File: config.mk
export PLATFORM = sky130hd
export DESIGN_NAME = mux_rr_sel_arb
export DESIGN_NICKNAME = d
export VERILOG_FILES = /design/src/rtl/mux_arb_pkg.sv /design/src/rtl/rr_pick4.sv /design/src/rtl/mux_rr_sel_arb.sv
export SDC_FILE = /design/constraint.sdc
export NUM_CORES = 1
export LEC_CHECK = 0
export BUFFER_PORTS_ARGS = -buffer_cell sky130_fd_sc_hd__buf_2
export CORE_AREA = 2 2 39 41
export DETAILED_ROUTE_END_ITERATION = 12
export DIE_AREA = 0 0 41 43
export GPL_ROUTABILITY_DRIVEN = 0
export SYNTH_ARGS = -nofsm -noshare
export SYNTH_HDL_FRONTEND = slang
export SYNTH_HIERARCHICAL = 1
export SYNTH_SLANG_ARGS = --single-unit
File: constraint.sdc
create_clock -name clk -period 3.25 [get_ports clk]
set_clock_uncertainty 0.15 [all_clocks]
set_input_delay 0.65 -clock clk [delete_from_list [all_inputs] [get_ports clk]]
set_output_delay 0.65 -clock clk [all_outputs]
set_load 0.05 [all_outputs]
File: src/rtl/mux_arb_pkg.sv
// mux_arb_pkg: shared constants and types for the round-robin mux-select arbiter.
package mux_arb_pkg;
  localparam int N_CH  = 4;
  localparam int SEL_W = 2;
  typedef enum logic {IDLE, BUSY} arb_state_t;
  typedef logic [SEL_W-1:0] sel_t;
endpackage

File: src/rtl/rr_pick4.sv
// rr_pick4: finds the first set request bit scanning upward from start, wrapping mod 4.
import mux_arb_pkg::*;
module rr_pick4 (
  input  logic [N_CH-1:0] req_masked,
  input  sel_t            start,
  output sel_t            pick,
  output logic            found
);
  always_comb begin
    pick  = start;
    found = |req_masked;
    for (int k = N_CH - 1; k >= 0; k--)
      if (req_masked[start + sel_t'(k)]) pick = start + sel_t'(k);
  end
endmodule

File: src/rtl/mux_rr_sel_arb.sv
// mux_rr_sel_arb: round-robin arbiter driving the 4:1 mux sel, with a registered
// output slice, valid/ready handshake and a one-cycle ack back to the winner.
import mux_arb_pkg::*;
module mux_rr_sel_arb #(
  parameter int DATA_W = 1
) (
  input  logic                   clk,
  input  logic                   rst_n,
  input  logic [N_CH-1:0]        req,
  input  logic [N_CH*DATA_W-1:0] data_in,
  output logic [N_CH-1:0]        ack,
  output sel_t                   sel,
  output logic                   out_valid,
  input  logic                   out_ready,
  output logic [DATA_W-1:0]      out_data
);
  arb_state_t        state_q, state_d;
  sel_t              sel_q, sel_d, last_grant_q, last_grant_d;
  logic              out_valid_q, out_valid_d;
  logic [DATA_W-1:0] out_data_q, out_data_d;
  logic [N_CH-1:0]   onehot_sel, pick_req;
  sel_t              pick_start, pick;
  logic              found, hs, load;
  rr_pick4 u_pick (
    .req_masked (pick_req),
    .start      (pick_start),
    .pick       (pick),
    .found      (found)
  );
  // The granted channel is masked in its ack cycle since it only drops req after seeing ack.
  always_comb begin
    onehot_sel   = N_CH'(1) << sel_q;
    hs           = out_valid_q & out_ready;
    ack          = hs ? onehot_sel : '0;
    pick_req     = (state_q == BUSY) ? (req & ~onehot_sel) : req;
    pick_start   = (state_q == BUSY) ? sel_q + sel_t'(1) : last_grant_q + sel_t'(1);
    load         = ((state_q == IDLE) | hs) & found;
    state_d      = load ? BUSY : ((state_q == BUSY) & ~hs) ? BUSY : IDLE;
    out_valid_d  = (state_d == BUSY);
    sel_d        = load ? pick : sel_q;
    out_data_d   = load ? data_in[int'(pick)*DATA_W +: DATA_W] : out_data_q;
    last_grant_d = hs ? sel_q : last_grant_q;
  end
  always_ff @(posedge clk or negedge rst_n) begin
    if (!rst_n) begin
      state_q      <= IDLE;
      sel_q        <= '0;
      last_grant_q <= sel_t'(N_CH - 1);
      out_valid_q  <= 1'b0;
      out_data_q   <= '0;
    end else begin
      state_q      <= state_d;
      sel_q        <= sel_d;
      last_grant_q <= last_grant_d;
      out_valid_q  <= out_valid_d;
      out_data_q   <= out_data_d;
    end
  end
  assign sel       = sel_q;
  assign out_valid = out_valid_q;
  assign out_data  = out_data_q;
endmodule

==> impl_summary.txt, run 1 <==
----------------------------------------------------
[Floorplan]
  Die Width ... 41 um
  Cell Rows ... 14
  Area of the placeable core ... 1380 um^2
  Starting density of the core ... 0.325
  Area of the die ... 1760 um^2
  Die Span Y ... 43 um
  Top-level port count ... 19

[Detailed routing]
  Total vias in the final route ... 436
  Detailed-routing iteration count for the pre-antenna-repair pass ... 4
  Average detailed-routed wire length per instance ... 11.5 um
  1st-iter DRT viols ... 7
  Via count normalized by instance count ... 4.95
  Final routed DRC violation total ... 0
  Antenna-violating nets left ... 0
  Routed wire length ... 1020 um

[Final layout]
  Area used by sequential logic in the layout ... 153 um^2
  Layout cell share with drive strength beyond 1 ... 0.417
  Number of diodes ... 0
  Nets ... 84
  Multi-input logic area ... 270 um^2
  Area grow syn2layout ... 28.3%
  Fillcell total ... 147

[Logic synthesis]
  Post-synthesis cell type with the largest combined area ... dfrtp_1
  Fraction of synthesis flops using an asynchronous set or reset pin ... 1.00
  Syn nets ... 63
  Average instance area after synthesis ... 8.66 um^2
  Post-synth cell types ... 24
  Most frequently used flop master after synthesis ... dfrtp_1
  Cell with the most instances after synthesis ... nand2_1
  Share of Yosys cell area claimed by the top area cell type ... 0.222
  Cell area after synthesis ... 450 um^2
  Cell count after synthesis ... 52
  Count of state elements after synthesis ... 6
  Synth warn ... 6
  Number of synthesized flops with an enable pin ... 0
  Cell types with the highest counts after synthesis ... 7 x nand2_1, 5 x inv_1, 4 x dfrtp_1, 4 x nor2_1
  Top post-synthesis cells by area ... dfrtp_1 22%, dfstp_2 12%, mux2_2 7.5%, nand2_1 5.8%, mux4_2 5.0%
  Register area share after synthesis ... 0.339

[Clocking]
  Clock tree root driver cell ... clkbuf_4
  # resized after CTS ... 0
  Maximum level of the CTS H-tree ... 1
  Deepest clock path buffer count ... 2
  Number of buffers inserted by hold repair at cts ... 0
  Total clock buffers created by CTS ... 3
  Postcts setup bufs ... 0
  Clock Sinks ... 6
  TritonCTS clock tree ... built
  Clock transition at the registers of the reported paths ... 0.05 ns
  Clock insertion delay at the later pin of the skew report ... 0.25 ns

[Pwr]
  Standby leakage power ... 0.310 nW
  Power density normalized to cell area ... 1170 nW/um^2
  Max VDD drop ... 0.000391 V
  Overall power of the completed layout ... 677 uW

[Global route]
  Maximum number of pins on one net before global-route repair ... 11
  First-pass GRT wire length ... 1700 um
  Vias in the first global route ... 396
  Total routing usage reported by global routing ... 0.145
  Overflow after GRT ... 0
  Initial antenna violation count ... 0

[STA]
  Worst slew margin relative to its limit ... 0.703
  Count of endpoints failing setup in the final report ... 0
  Highest attainable clock frequency ... 357 MHz
  Period utilisation layout ... 0.861
  Period minus WS final ... 2.80 ns
  Final total negative setup slack ... 0 ns
  Max Slew Vio Count ... 0
  Worst slew pin tran ... 0.443 ns
  Unrepaired setup endpoints after global routing ... false
  Endpoints failing hold ... 0

[Placement]
  Number of buffer cells added on primary ports ... 18
  DPL Wire Length ... 793 um

[Worst setup path]
  Critical path fanouts, max ... 9
  Register-to-register setup slack ... 0.45 ns
  Data required time of the worst path ... 3.24 ns
  Reg-to-reg critical path endpoint ... out_data$_DFFE_PN0P_
  Worst Setup Path Type ... flop to flop
  Count of cells along the worst register-to-register path ... 7
  CP Launch Type ... flop
  Reg2Reg Launch Point ... state_q$_DFF_PN0_
  Crit path arrival time ... 2.79 ns
  Kind of end point of the critical path ... flop

[Min path]
  Tightest Hold Check Type ... primary input to async pin

[Run]
  Max Cap Violations ... 0

[Outcome]
  Run status ... finished clean

----------------------------------------------------
critical path, cell delays in order (launching register included):
cell and delay (ns):
dfrtp_1 0.53, mux2i_1 0.42, xor2_1 0.35, inv_1 0.10
a2bb2oi_1 0.16, o221a_2 0.23, mux4_2 0.48, mux2_2 0.26
routing by layer:
layer	global-route usage	vias to the layer above	wire, um
li1	-	223	-
met1	0.200	204	481
met2	0.194	7	495
met3	0.0314	2	30
met4	0.100	0	8
met5	0	-	0
where the power goes:
| group | leakage (nW) | total [mW] | internal (mW) | switching [mW] |
|---|---|---|---|---|
| logic | 0.230 | 0.436 | 0.164 | 0.271 |
| clock network | 0.0150 | 0.0780 | 0.0468 | 0.0312 |
| registers | 0.0653 | 0.163 | 0.117 | 0.0457 |
flip-flops by register name, indices dropped and copies added (netlist names):
register	count
last_grant_q	2
out_data	1
sel	2
state_q	1
worst max-delay path by stage:
stage	startpoint	to	slack, ns	cells past startpoint
floorplan	state_q$_DFF_PN0_	out_data$_DFFE_PN0P_	0.38	8
global placement	req[3]	out_data$_DFFE_PN0P_	0.53	8
detailed placement	state_q$_DFF_PN0_	out_data$_DFFE_PN0P_	0.50	7
CTS	state_q$_DFF_PN0_	out_data$_DFFE_PN0P_	0.50	7
global route	state_q$_DFF_PN0_	out_data$_DFFE_PN0P_	0.29	7
finish	state_q$_DFF_PN0_	out_data$_DFFE_PN0P_	0.45	7
per-stage QoR:
step | setup WS [ns] | hold WS [ns] | std cells | util | area, um^2
after floorplan | 0.383 | 0.204 | 52 | - | 450
after global placement | 0.531 | 0.302 | 84 | 0.399 | 552
after detailed placement | 0.495 | 0.302 | 84 | 0.399 | 552
after CTS | 0.496 | 0.0657 | 88 | 0.418 | 578
after global routing | 0.287 | 0.0622 | 88 | 0.418 | 578
final | 0.452 | 0.0653 | 88 | 0.418 | 578
logic make-up after synthesis:
family                    count (synthesis)  share of synthesized area
xor gates and xnor gates                  1                     0.0194
buffers and inverters                     7                     0.0611
DFF                                       6                      0.339
and+or+nand+nor                          22                      0.256
muxes                                     6                      0.169
AOI/OAI and AO/OA                        10                      0.156
layout make-up:
cell class	instances	share of cell area
multi-input cells	39	0.468
flip-flops and latches	6	0.264
repair buffers	18	0.156
clock buffers	4	0.0455
well taps	16	0.0346
inverters	5	0.0325
cell usage in the layout (no fill, tap or decap):
| cell type | instances |
|---|---|
| and3b_1 | 1 |
| inv_1 | 5 |
| mux4_2 | 1 |
| o21ai_0 | 3 |
| buf_2 | 18 |
| mux2_2 | 3 |
| nand2_1 | 7 |
| nand3_1 | 1 |
| and2b_1 | 1 |
| dfstp_2 | 2 |
| nand2b_1 | 2 |
| a31oi_1 | 2 |
| clkbuf_4 | 3 |
| clkbuf_1 | 1 |
| nor2_1 | 4 |
| a21oi_1 | 1 |
| and2b_2 | 2 |
| mux2i_1 | 2 |
| xor2_1 | 1 |
| or4_1 | 1 |
| o221a_2 | 1 |
| dfrtp_1 | 4 |
| nor3_1 | 3 |
| a2bb2oi_1 | 1 |
| o31a_1 | 2 |
Power figures use the tool's default switching activity.
==> inputs of run 2 (changes only) <==
--- a/config.mk
+++ b/config.mk
@@ -10,6 +10,7 @@
 export DETAILED_ROUTE_END_ITERATION = 12
 export DIE_AREA = 0 0 41 43
 export GPL_ROUTABILITY_DRIVEN = 0
+export PLACE_DENSITY = 0.7
 export SYNTH_ARGS = -nofsm -noshare
 export SYNTH_HDL_FRONTEND = slang
 export SYNTH_HIERARCHICAL = 1
==> run 2 against run 1 <==
Net effect:
- first-iteration DRC count decreased by 71%
- critical path depth did not move
- worst setup slack better by 0.10 ns
- global-route usage is 2.6 points lower
- final area is the same
- non-clock buffer count did not move
- die area is the same
- via count fell by 2.1%
- cell count unchanged
- routed wire length shrank 11%
- flip-flop and latch count is the same
==> impl_summary.txt, run 2 (synthesized netlist as in run 1, its figures left out) <==
----------------------------------------------------
[Outcome]
  Run status ... finished clean

[Clocking]
  Clock insertion delay at the later pin of the skew report ... 0.25 ns
  Number of buffers inserted by hold repair at cts ... 0
  Postcts setup bufs ... 0
  # resized after CTS ... 0
  TritonCTS clock tree ... built
  Clock tree root driver cell ... clkbuf_4
  Clock transition at the registers of the reported paths ... 0.05 ns
  Clock Sinks ... 6
  Total clock buffers created by CTS ... 3
  Deepest clock path buffer count ... 2
  Maximum level of the CTS H-tree ... 1

[Worst setup path]
  Kind of end point of the critical path ... flop
  Crit path arrival time ... 2.68 ns
  Reg2Reg Launch Point ... state_q$_DFF_PN0_
  CP Cell Sequence ... mux2i_1 > xor2_1 > inv_1 > a2bb2oi_1 > o221a_2 > mux4_2 > mux2_2
  Data required time of the worst path ... 3.23 ns
  CP top delay family ... multiplexers
  Register-to-register setup slack ... 0.55 ns
  Buffers plus inverters on the worst setup path ... 1
  Critical path fanouts, max ... 9
  Delay of the slowest critical-path stage ... 0.49 ns
  CP Launch Type ... flop
  Slowest stage cell on the critical path ... dfrtp_1
  Worst Setup Path Type ... flop to flop
  Setup crit start ... state_q$_DFF_PN0_

[Final layout]
  Final core occ ... 0.418
  Area used by sequential logic in the layout ... 153 um^2
  Leading cell type in the layout, fill and taps excluded ... buf_2
  Layout cell share with drive strength beyond 1 ... 0.417
  Most used cells in the layout excluding fill and tap cells ... 18 x buf_2, 7 x nand2_1, 5 x inv_1, 4 x nor2_1, 4 x dfrtp_1
  Area grow syn2layout ... 28.3%
  Number of diodes ... 0
  Nets ... 84
  Final instance area ... 578 um^2
  Multi-input logic area ... 270 um^2
  Fillcell total ... 140

[STA]
  Worst slew margin relative to its limit ... 0.698
  Max Slew Vio Count ... 0
  Period minus WS final ... 2.70 ns
  Unrepaired setup endpoints after global routing ... false
  Highest attainable clock frequency ... 371 MHz
  Count of endpoints failing setup in the final report ... 0
  Endpoints failing hold ... 0
  Worst slew pin tran ... 0.452 ns
  Final total negative setup slack ... 0 ns
  Period utilisation layout ... 0.830

[Pwr]
  Max VDD drop ... 0.000615 V
  Standby leakage power ... 0.310 nW
  Power density normalized to cell area ... 1160 nW/um^2

[Placement]
  DPL Wire Length ... 761 um
  Instance area at placement ... 552 um^2
  Number of buffer cells added on primary ports ... 18

[Detailed routing]
  Antenna-violating nets left ... 0
  Detailed-routing iteration count for the pre-antenna-repair pass ... 4
  1st-iter DRT viols ... 2
  Total vias in the final route ... 427
  Via count normalized by instance count ... 4.85
  Routed wire length ... 909 um
  Average detailed-routed wire length per instance ... 10.3 um
  Final routed DRC violation total ... 0

[Floorplan]
  Starting density of the core ... 0.325
  Top-level port count ... 19
  Area of the die ... 1760 um^2
  Die Width ... 41 um
  Cell Rows ... 14
  Die Span Y ... 43 um
  Area of the placeable core ... 1380 um^2

[Min path]
  Tightest Hold Check Type ... primary input to async pin

[Global route]
  Maximum number of pins on one net before global-route repair ... 11
  Vias in the first global route ... 358
  Initial antenna violation count ... 0
  Overflow after GRT ... 0
  First-pass GRT wire length ... 1480 um
  Total routing usage reported by global routing ... 0.120

[Run]
  Max Cap Violations ... 0

----------------------------------------------------
-- run 2: cell counts in the layout (fill, tap and decap cells not counted) --
Identical to the previous run, type by type.
-- run 2: where the power goes --
| part | internal (mW) | total [mW] | switching (mW) | leakage, nW |
|---|---|---|---|---|
| registers | 0.117 | 0.161 | 0.0434 | 0.0653 |
| logic | 0.164 | 0.436 | 0.272 | 0.230 |
| clock network | 0.0466 | 0.0751 | 0.0285 | 0.0150 |
| total | 0.328 | 0.672 | 0.344 | 0.310 |
-- run 2: area by class of cell --
cell class                 instances  share of cell area
multi-input combinational         39               0.468
sequential                         6               0.264
timing repair buffer              18               0.156
clock buffer                       4              0.0455
tap                               16              0.0346
inverter                           5              0.0325
-- run 2: worst reg2reg max path, cell delays in order (launching register included) --
cell and delay, ns:
dfrtp_1 0.49, mux2i_1 0.37, xor2_1 0.33, inv_1 0.10
a2bb2oi_1 0.15, o221a_2 0.24, mux4_2 0.48, mux2_2 0.27
-- run 2: final timing paths --
check / end / depth (start not counted)
setup / recovery: out_data$_DFFE_PN0P_ / 7
hold / removal: out_data$_DFFE_PN0P_ / 1
setup reg to reg: out_data$_DFFE_PN0P_ / 7
hold reg to reg: last_grant_q[1]$_DFFE_PN1P_ / 2
max in group asynchronous: last_grant_q[0]$_DFFE_PN1P_ / 1
min in group clk: last_grant_q[1]$_DFFE_PN1P_ / 2
-- run 2: metrics by stage --
| stage | cells | setup WS [ns] | hold WS, ns | total power [mW] |
|---|---|---|---|---|
| after floorplan | 52 | 0.383 | 0.204 | 0.513 |
| after global placement | 84 | 0.503 | 0.305 | 0.592 |
| after detailed placement | 84 | 0.481 | 0.303 | 0.600 |
| after CTS | 88 | 0.554 | 0.0663 | 0.678 |
| after global routing | 88 | 0.390 | 0.0501 | 0.731 |
| final | 88 | 0.552 | 0.0680 | 0.672 |
-- run 2: routing by layer --
metal  global-route usage  routed length, um  share of wire
met5                    0                  0              0
met4               0.0200                  0              0
met3               0.0524                 56          0.062
met2                0.166                413           0.45
met1                0.173                439           0.48
